===== src/rtl/serial_adder_pkg.sv =====
// Shared definitions for the bit-serial adder.
//   state_t   : FSM state encoding (IDLE, SHIFT, DONE)
//   DEF_WIDTH : default operand width
//   cnt_w()   : bit-counter width for a given operand width, $clog2(w+1)
//   CNT_W     : bit-counter width at the default operand width
package serial_adder_pkg;
  typedef enum logic [1:0] {IDLE, SHIFT, DONE} state_t;

  localparam int DEF_WIDTH = 4;

  function automatic int cnt_w(input int w);
    return $clog2(w + 1);
  endfunction

  localparam int CNT_W = cnt_w(DEF_WIDTH);
endpackage


===== src/rtl/Full_adder.sv =====
// One-bit full adder used as the serial adder's datapath.
//   A, B, Cin : operand bits and carry-in
//   Sum       : A ^ B ^ Cin
//   Cout      : majority(A, B, Cin)
module Full_adder (
  input  logic A,
  input  logic B,
  input  logic Cin,
  output logic Sum,
  output logic Cout
);
  assign Sum  = A ^ B ^ Cin;
  assign Cout = (A & B) | (A & Cin) | (B & Cin);
endmodule


===== src/rtl/serial_adder_4bit.sv =====
// Bit-serial adder, LSB first, one full-add per clock with a carry flop
// between bits.
//   clk, rst_n : clock, asynchronous active-low reset
//   start      : request; A/B/Cin sampled when not busy
//   A, B, Cin  : operands and carry-in
//   sub        : (SERIAL_ADDER_SUB_EN only) 1 = compute A-B-Cin
//   busy       : high while bits are being processed (SHIFT)
//   done       : one-cycle pulse (DONE); Sum/Cout valid from here
//   Sum, Cout  : registered result / carry-out (borrow-out in sub mode)
// Build option: define SERIAL_ADDER_SUB_EN to add the subtract mode.
module serial_adder_4bit
  import serial_adder_pkg::*;
#(
  parameter int WIDTH = DEF_WIDTH
) (
  input  logic             clk,
  input  logic             rst_n,
  input  logic             start,
  input  logic [WIDTH-1:0] A,
  input  logic [WIDTH-1:0] B,
  input  logic             Cin,
`ifdef SERIAL_ADDER_SUB_EN
  input  logic             sub,
`endif
  output logic             busy,
  output logic             done,
  output logic [WIDTH-1:0] Sum,
  output logic             Cout
);
  localparam int CW = cnt_w(WIDTH);

  state_t           state, state_nxt;
  logic [WIDTH-1:0] a_sh, b_sh;
  logic             carry;
  logic [CW-1:0]    cnt;
  logic             accept, last;
  logic             fa_s, fa_co;
  logic             inv_in, inv_out;

  // Subtract is A + ~B + ~Cin; the final carry is inverted to a borrow.
`ifdef SERIAL_ADDER_SUB_EN
  logic sub_r;
  always_ff @(posedge clk or negedge rst_n)
    if (!rst_n)      sub_r <= 1'b0;
    else if (accept) sub_r <= sub;
  assign inv_in  = sub;
  assign inv_out = sub_r;
`else
  assign inv_in  = 1'b0;
  assign inv_out = 1'b0;
`endif

  // Starts arriving mid-operation are dropped; DONE accepts for zero-gap reuse.
  assign accept = start && (state != SHIFT);
  assign last   = (cnt == CW'(WIDTH - 1));

  always_ff @(posedge clk or negedge rst_n)
    if (!rst_n) state <= IDLE;
    else        state <= state_nxt;

  always_comb begin
    state_nxt = state;
    busy      = 1'b0;
    done      = 1'b0;
    case (state)
      IDLE:  if (start) state_nxt = SHIFT;
      SHIFT: begin
        busy = 1'b1;
        if (last) state_nxt = DONE;
      end
      DONE: begin
        done      = 1'b1;
        state_nxt = start ? SHIFT : IDLE;
      end
      default: state_nxt = IDLE;
    endcase
  end

  Full_adder u_fa (
    .A   (a_sh[0]),
    .B   (b_sh[0]),
    .Cin (carry),
    .Sum (fa_s),
    .Cout(fa_co)
  );

  always_ff @(posedge clk or negedge rst_n)
    if (!rst_n) begin
      a_sh  <= '0;
      b_sh  <= '0;
      carry <= 1'b0;
      cnt   <= '0;
      Sum   <= '0;
      Cout  <= 1'b0;
    end else if (accept) begin
      a_sh  <= A;
      b_sh  <= B ^ {WIDTH{inv_in}};
      carry <= Cin ^ inv_in;
      cnt   <= '0;
    end else if (state == SHIFT) begin
      a_sh  <= a_sh >> 1;
      b_sh  <= b_sh >> 1;
      carry <= fa_co;
      // Sum bits enter at the MSB so bit 0 lands at the LSB after WIDTH shifts.
      Sum   <= {fa_s, Sum[WIDTH-1:1]};
      cnt   <= cnt + CW'(1);
      if (last) Cout <= fa_co ^ inv_out;
    end
endmodule


===== config.mk =====
export PLATFORM = sky130hd
export DESIGN_NAME = serial_adder_4bit
export DESIGN_NICKNAME = d
export VERILOG_FILES = /design/src/rtl/serial_adder_pkg.sv /design/src/rtl/Full_adder.sv /design/src/rtl/serial_adder_4bit.sv
export SDC_FILE = /design/constraint.sdc
export NUM_CORES = 1
export LEC_CHECK = 0
export ABC_AREA = 1
export BUFFER_PORTS_ARGS = -buffer_cell sky130_fd_sc_hd__buf_2
export CELL_PAD_IN_SITES_DETAIL_PLACEMENT = 0
export CELL_PAD_IN_SITES_GLOBAL_PLACEMENT = 1
export CORE_MARGIN = 2
export CORE_UTILIZATION = 39
export CTS_CLUSTER_SIZE = 30
export DETAILED_ROUTE_END_ITERATION = 8
export PLACE_DENSITY = 0.82
export SLEW_MARGIN = 5
export SYNTH_ARGS = -nofsm -noshare
export SYNTH_HDL_FRONTEND = slang
export SYNTH_SLANG_ARGS = --single-unit

===== constraint.sdc =====
create_clock -name clk -period 1.45 [get_ports clk]
set_input_delay 0.145 -clock clk [delete_from_list [all_inputs] [get_ports clk]]
set_output_delay 0.145 -clock clk [all_outputs]
set_load 0.01 [all_outputs]

== Yosys cells after proc, flatten, opt, wreduce, memory -nomap -nowiden ==
Cells that the tools add are included.

* Bits in registers: 19
* Input port bits: 12
* Output and inout port bits: 7

* $add $sub $neg: 1
* Equal/unequal tests: 6
* Multiplexer cells: 14
* Bitwise logic cells: 8
* Reductions and logical operators: 6

{| class="wikitable"
|+ Operator list
! kind !! count
|-
| $mux 4 || 4
|-
| $mux 3 || 2
|-
| $pmux 2 s3 || 1
|-
| $mux 1 || 5
|-
| $mux 2 || 2
|-
| $ne 2x2->1 const B || 2
|-
| $reduce_and 2->1 || 2
|-
| $add 3x1->3 const B || 1
|-
| $and 1x1->1 || 3
|-
| $eq 3x2->1 const B || 1
|-
| $reduce_and 3->1 || 1
|-
| $eq 2x1->1 const B || 1
|-
| $eq 2x2->1 const B || 1
|-
| $logic_not 2->1 || 1
|-
| $ne 2x1->1 const B || 1
|-
| $or 1x1->1 || 2
|-
| $reduce_bool 2->1 || 1
|-
| $xor 1x1->1 || 2
|-
| $logic_and 1x1->1 || 1
|-
| $not 1->1 || 1
|}

== Logic depth before layout (Yosys ltp) ==
Gate-level depths: netlist (run 1).

* Word-level depth: 5
* Mapped depth: 6
* Depth with buffers taken out: 6

== Cells and area by module ==
Synthesis (run 1) repeated with hierarchy kept, for this count alone.

* Cell total of the unflattened synthesis: 93
* Area, all modules: 878.3 sq um

{| class="wikitable"
|+ By module, submodules not included
! module !! instances !! cells an instance !! area an instance (sq um) !! sequential area each (sq um)
|-
| serial_adder_4bit || 1 || 92 || 858.3 || 475.5
|-
| Full_adder || 1 || 1 || 20.0 || 0.0
|}

== Least setup slack after synthesis (run 1) ==
No wires, ideal clock.

* Path kind: flip-flop to flip-flop
* Start: register cnt[0]
* End: register Cout
* Data arrival time: 977 ps
* Required time: 1330 ps
* Path slack: 353 ps
* Cell stages (with the launch flop): 7
* Cell sequence: dfrtp_1 -> ha_1 -> ha_1 -> inv_1 -> nor2_4 -> nand2_1 -> nand2_1

* Longest elaborated chain between the ends: 2

{| class="wikitable"
|+ Ends and longest elaborated chain
! element !! RTL line !! RTL
|-
| start, declared || serial_adder_4bit.sv:35 || <nowiki>logic [CW-1:0] cnt;</nowiki>
|-
| start signal, assigned || serial_adder_4bit.sv:106 || <nowiki>cnt <= cnt + CW'(1);</nowiki>
|-
| $eq 3x2->1 || serial_adder_4bit.sv:55 || <nowiki>assign last = (cnt == CW'(WIDTH - 1));</nowiki>
|-
| $reduce_and 3->1 (no line) || n/a ||
|-
| end signal, assigned || serial_adder_4bit.sv:107 || <nowiki>if (last) Cout <= fa_co ^ inv_out;</nowiki>
|-
| end, declared || serial_adder_4bit.sv:28 || <nowiki>output logic Cout</nowiki>
|}

No other way between the ends.
A chain may end at the register's enable or synchronous reset.

== Worst setup path after layout (run 1) ==
* Start: register state[0]
* End: output port busy

* Longest elaborated chain between the ends: 2

{| class="wikitable"
|+ Ends and longest elaborated chain
! element !! RTL line !! RTL
|-
| start, declared || serial_adder_4bit.sv:32 || <nowiki>state_t state, state_nxt;</nowiki>
|-
| start signal, assigned || serial_adder_4bit.sv:59 || <nowiki>else state <= state_nxt;</nowiki>
|-
| $eq 2x1->1 || serial_adder_4bit.sv:65 || <nowiki>case (state)</nowiki>
|-
| $mux 1 || serial_adder_4bit.sv:65 ||
|-
| end, declared || serial_adder_4bit.sv:25 || <nowiki>output logic busy,</nowiki>
|}

No other way between the ends.

==> impl_results.md, run 1 <==
- Least-Margin Pin Slew: 0.533 ns
- Vias in the first global route: 592
- Hpwl dp: 1020 um
- Row cnt: 17
- Top-count cell post-synth: nand3_1
- Top cells by area, synth: dfrtp_1 (54%), nand3_1 (16%), nand2_1 (7.3%)
- Drt pass-1 iters: 4
- Number of antenna-violating nets in the routed design: 0
- #FFs+latches synth: 19
- Max VDD drop: 0.799 mV
- Final Hold Fails: 0
- Sequential area share after synthesis: 54.2%
- Port bufs: 18
- Vias: 662
- Tot Pwr: 1.94 mW
- # setup viols final: 0
- Syn_nets: 107
- WP data arrival: 1.10 ns
- Post-Route Setup TNS: 0 ns
- Num Clock Sinks: 19
- Via-to-Cell Ratio: 4.80
- Clock transition at path regs: 0.11 ns
- Post-synthesis cell count: 92
- PwrDens: 1950 mW/mm^2
- Critical path fanouts, max: 5
- Final slew viol count: 0
- Total GRT Usage: 13.5%
- Status: finished clean
- DR WL/cell: 11.2 um
- Ys Warns: 0
- CTS Root Cell: clkbuf_4
- First-pass GRT wire length: 2660 um
- Crit path required time: 1.31 ns
- H-tree depth: 1
- Post-Route WL: 1550 um
- RSZ-0062 raised after global routing: no
- Die width: 51.4 um
- Crit path capture type: primary output
- Leak: 0.507 nW
- Synth cell count leaders: nand3_1 (28), dfrtp_1 (19), nand2_1 (17)
- EDFF count, synth: 0
- Initial Util: 40.4%
- Total grt overflow: 0
- Fillcell total: 224
- Clk buf depth: 2
- Core ar.: 0.00217 sq mm
- Drc violations: 0
- Die Area: 0.00264 sq mm
- TritonCTS Buffers: 3
- Slew HR: 64.3%
- # IOs: 19
- Die Ht: 51.4 um
- Mapped cell area: 877 sq um
- Final min period: 1.24 ns
- Drt first-iter violations: 7
- Post-synthesis area per instance: 9.53 sq um
- Critical path class: flop to primary output
- Antenna Cells: 0
- Final net count: 126
- Pin count of the biggest net entering global routing: 31
- Post-synth ARST share: 100%
- Layout area overhead: 13.3%
- Final Skew: 0.00624 ns
- Final Cycle Share: 85.8%
- CTS tree: built
- Layout cells sized above 1: 25.5%
- Yosys cell types: 15
- Maximum clock rate: 804 MHz
- Type of the worst min-delay path: input port to flop
- Area leader, netlist: dfrtp_1
- Gp weighted congestion: 0.689
- Startpoint Class: flop
- Clk Latency, worst-skew pair: 0.29 ns
- Max-cap violation count: 0
- Share of the synthesized area in the top cell type: 54.2%
- Main synth FF type: dfrtp_1
- Initial antenna violation count: 0
==> metrics by stage <==
| stage | worst slack, ns | instance area [sq um] | cells | util, % | hold WS (ns) |
|---|---|---|---|---|---|
| 2_1_floorplan | 0.353 | 877 | 92 | - | -0.151 |
| 3_3_place_gp | 0.273 | 950 | 132 | 43.8 | 0.111 |
| 3_5_place_dp | 0.229 | 950 | 132 | 43.8 | 0.115 |
| 4_1_cts | 0.0534 | 986 | 137 | 45.4 | 0.0664 |
| 5_1_grt | 0.102 | 993 | 138 | 45.8 | 0.0736 |
| 6_report | 0.206 | 993 | 138 | 45.8 | 0.0776 |
==> worst max-delay path: stages, from the launching register on <==
cell and delay [ns]:
dfrtp_1 0.42, inv_2 0.06, nor2_4 0.17, buf_2 0.16
==> final timing paths <==
path                                 startpoint                   to  cells after the start  slack, ns
hold reg to reg              Sum[0]$_DFFE_PN0P_   Sum[0]$_DFFE_PN0P_                      2       0.50
hold / removal                             A[1]  a_sh[1]$_DFFE_PN0P_                      3       0.08
setup reg to reg           state[1]$_DFFE_PN0P_     Cout$_DFFE_PN0P_                      4       0.23
max in group asynchronous                 rst_n   Sum[2]$_DFFE_PN0P_                      2       0.84
setup / recovery           state[0]$_DFFE_PN0P_                 busy                      3       0.21
min in group asynchronous                 rst_n   cnt[2]$_DFFE_PN0P_                      2       0.31
==> placed cells by master (no fill, tap or decap), drive strengths merged <==
| cell type | Yosys | routed |
|---|---|---|
| nand3 | 28 | 28 |
| dfrtp | 19 | 19 |
| buf | 6 | 19 |
| nand2 | 18 | 18 |
| o21ai | 7 | 7 |
| inv | 7 | 7 |
| clkbuf | 0 | 4 |
| nor2 | 3 | 3 |
| ha | 2 | 2 |
| o22ai | 1 | 1 |
| fa | 1 | 1 |
| dlygate4sd3 | 0 | 1 |
==> cell families after synthesis <==
group	Yosys count	share of synthesized area, %
simple gates	49	27.0
flops	19	54.2
buf+inv	13	8.99
compound gates	8	4.71
fa+ha+maj	3	5.14
==> routing by layer <==
layer | vias to the layer above | GRT usage, % | wire, um
met5 | - | 0 | 0
met4 | 0 | 0 | 0
met3 | 0 | 6.14 | 89
met2 | 18 | 20.3 | 677
met1 | 301 | 19.2 | 782
li1 | 343 | - | -
==> registers in the layout, summed over array words and instances (netlist names) <==
name	cells
Sum	4
carry	1
cnt	3
Cout	1
b_sh	4
a_sh	4
state	2
==> power by group <==
| group | total (mW) | leakage [nW] | switching, mW | internal, mW |
|---|---|---|---|---|
| clock network | 0.261 | 0.0150 | 0.154 | 0.107 |
| registers | 0.885 | 0.244 | 0.138 | 0.747 |
| logic | 0.793 | 0.248 | 0.488 | 0.305 |
| total | 1.94 | 0.507 | 0.779 | 1.16 |
==> final cells by class <==
type	count	area, sq um	share of cell area [%]
inverter	7	26.3	2.64
multi-input combinational	60	323	32.5
tap	28	35.0	3.53
clock buffer	4	26.3	2.64
sequential	19	475	47.9
timing repair buffer	20	108	10.8
==> timing repair <==
action | CTS | global route
hold buffers | 1 | 0
setup endpoints to repair | 0 | 1
gates resized for setup | 0 | 0
setup buffers | 0 | 1
endpoints found under the hold margin | 19 | 0
Power figures use the tool's default switching activity.
==> run 2: changes to the inputs <==
Settings changed: RECOVER_POWER set to 25.
==> impl_results.md, run 2 (synthesis results as in run 1) <==
- Final min period: 1.24 ns (about the same)
- Cell family with most CP delay: flip-flops (unchanged)
- Commonest non-fill, non-tap cell in the layout: nand3_1 (unchanged)
- Core ar.: 0.00217 sq mm (unchanged)
- Clk Latency, worst-skew pair: 0.29 ns (about the same)
- Stages on worst setup path: 3 (unchanged)
- Fin cells: 138 (unchanged)
- Port bufs: 18 (unchanged)
- Die Ht: 51.4 um (unchanged)
- Number of antenna-violating nets in the routed design: 0 (unchanged)
- Maximum clock rate: 804 MHz (about the same)
- Delay of the slowest critical-path stage: 0.42 ns (about the same)
- # setup viols final: 0 (unchanged)
- Cell count of the worst reg-to-reg path: 4 (unchanged)
- Via-to-Cell Ratio: 4.80 (unchanged)
- Slew HR: 31.7% (was 64.3%)
- Post-placement setup slack: 0.229 ns (unchanged)
- Flop pwr share: 45.7% (was 45.6%)
- Total grt overflow: 0 (unchanged)
- PnR worst setup slack: 0.206 ns (about the same)
- Clock transition at path regs: 0.11 ns (about the same)
- Post-Route Setup TNS: 0 ns (unchanged)
- Internal: 1.16 mW (about the same)
- Buf/Inv on CP: 2 (unchanged)
- PwrDens: 1950 mW/mm^2 (about the same)
- WP data arrival: 1.10 ns (about the same)
- CP Cell Sequence: inv_2 -> nor2_4 -> buf_2 (unchanged)
- Die Area: 0.00264 sq mm (unchanged)
- Sw frac: 40.2% (about the same)
- Startpoint Class: flop (unchanged)
- Hpwl dp: 1020 um (unchanged)
- # IOs: 19 (unchanged)
- Max VDD drop: 0.799 mV (about the same)
- Least-Margin Pin Slew: 1.02 ns (was 0.533 ns)
- Post-cts resize count: 0 (unchanged)
- Most frequent cells in the layout: nand3_1 (28), dfrtp_1 (19), nand2_1 (17), buf_2 (17), o21ai_1 (5) (was nand3_1 (28), dfrtp_1 (19), buf_2 (18))
- Drt first-iter violations: 7 (unchanged)
- Cell count after placement: 132 (unchanged)
- TritonCTS Buffers: 3 (unchanged)
- Final slew viol count: 0 (unchanged)
- Row cnt: 17 (unchanged)
- H-tree depth: 1 (unchanged)
- Drt pass-1 iters: 4 (unchanged)
- Leak: 0.504 nW (was 0.507 nW)
- DR WL/cell: 11.2 um (about the same)
- Num Clock Sinks: 19 (unchanged)
- Die width: 51.4 um (unchanged)
- Max-cap violation count: 0 (unchanged)
- CTS tree: built (unchanged)
- Clk buf depth: 2 (unchanged)
- Critical path class: flop to primary output (unchanged)
- First-pass GRT wire length: 2660 um (unchanged)
- Crit path required time: 1.31 ns (about the same)
- Clock Power Share: 13.4% (about the same)
- Largest registers: Sum x4, a_sh x4, b_sh x4 (unchanged)
- Antenna Cells: 0 (unchanged)
- Status: finished clean (unchanged)
- CTS Root Cell: clkbuf_4 (unchanged)
- Fin Hold WS: 0.0776 ns (unchanged)
- Layout area overhead: 13.1% (was 13.3%)
- Layout cells sized above 1: 24.5% (was 25.5%)
- Worst Hold Depth: 3 (unchanged)
- Final Cycle Share: 85.8% (about the same)
- Initial Util: 40.4% (unchanged)
- Critical path fanouts, max: 5 (unchanged)
- Vias: 662 (unchanged)
- Comb power frac: 40.9% (about the same)
- Gp weighted congestion: 0.689 (unchanged)
- Final Hold Fails: 0 (unchanged)
- Vias in the first global route: 592 (unchanged)
- Initial antenna violation count: 0 (unchanged)
- Post-Route WL: 1550 um (about the same)
- Final Skew: 0.00624 ns (unchanged)
- Crit path max-delay cell type: dfrtp_1 (unchanged)
- Type of the worst min-delay path: input port to flop (unchanged)
- Drc violations: 0 (unchanged)
- NetSw: 779 uW (about the same)
- Total GRT Usage: 13.5% (unchanged)
- Pin count of the biggest net entering global routing: 31 (unchanged)
- Crit path capture type: primary output (unchanged)
- RSZ-0062 raised after global routing: no (unchanged)
- Final net count: 126 (unchanged)
==> run 2: final timing paths <==
path,slack (ns),endpoint,startpoint
max,0.21,busy,state[0]$_DFFE_PN0P_
min in group asynchronous,0.54,cnt[2]$_DFFE_PN0P_,rst_n
min,0.08,a_sh[1]$_DFFE_PN0P_,A[1]
max reg2reg,0.23,Cout$_DFFE_PN0P_,state[1]$_DFFE_PN0P_
max in group asynchronous,0.29,Sum[2]$_DFFE_PN0P_,rst_n
min reg2reg,0.50,Sum[0]$_DFFE_PN0P_,Sum[0]$_DFFE_PN0P_
==> run 2: per-layer routing <==
layer / GRT usage (%) / vias to the layer above / share of wire (%)
met5: 0 / - / 0
li1: - / 343 / -
met2: 20.3 / 18 / 44
met3: 6.14 / 0 / 5.8
met1: 19.2 / 301 / 50
met4: 0 / 0 / 0
==> run 2: through the flow <==
| stage | util (%) | power [mW] | area [sq um] |
|---|---|---|---|
| global placement | 43.8 | 1.64 | 950 |
| global route | 45.7 | 2.13 | 992 |
| detailed placement | 43.8 | 1.66 | 950 |
| CTS | 45.4 | 1.93 | 986 |
| finish | 45.7 | 1.94 | 992 |
| floorplan | - | 1.56 | 877 |
==> run 2: timing repair <==
item | CTS | global route
endpoints found under the hold margin | 19 | 0
setup buffers | 0 | 1
hold buffers | 1 | 0
setup endpoints to repair | 0 | 1
==> run 2: final cells by class <==
cell class | instances | area, sq um
inverter | 7 | 26.3
fill | 224 | 1180
sequential | 19 | 475
timing repair buffer | 20 | 106
clock buffer | 4 | 26.3
tap | 28 | 35.0
multi-input combinational | 60 | 323
==> run 2: power groups by stage <==
stage / Sequential (mW) / Combinational [mW] / Clock (mW)
3_3_place_gp: 0.888 / 0.756 / 0
6_report: 0.885 / 0.793 / 0.261
2_1_floorplan: 0.901 / 0.655 / 0
3_5_place_dp: 0.895 / 0.770 / 0
4_1_cts: 0.885 / 0.774 / 0.275
5_1_grt: 0.913 / 0.915 / 0.300
==> run 2: worst min-delay path, stage by stage <==
cell and delay, ns:
buf_2 0.07, nand3_1 0.06, nand3_1 0.06
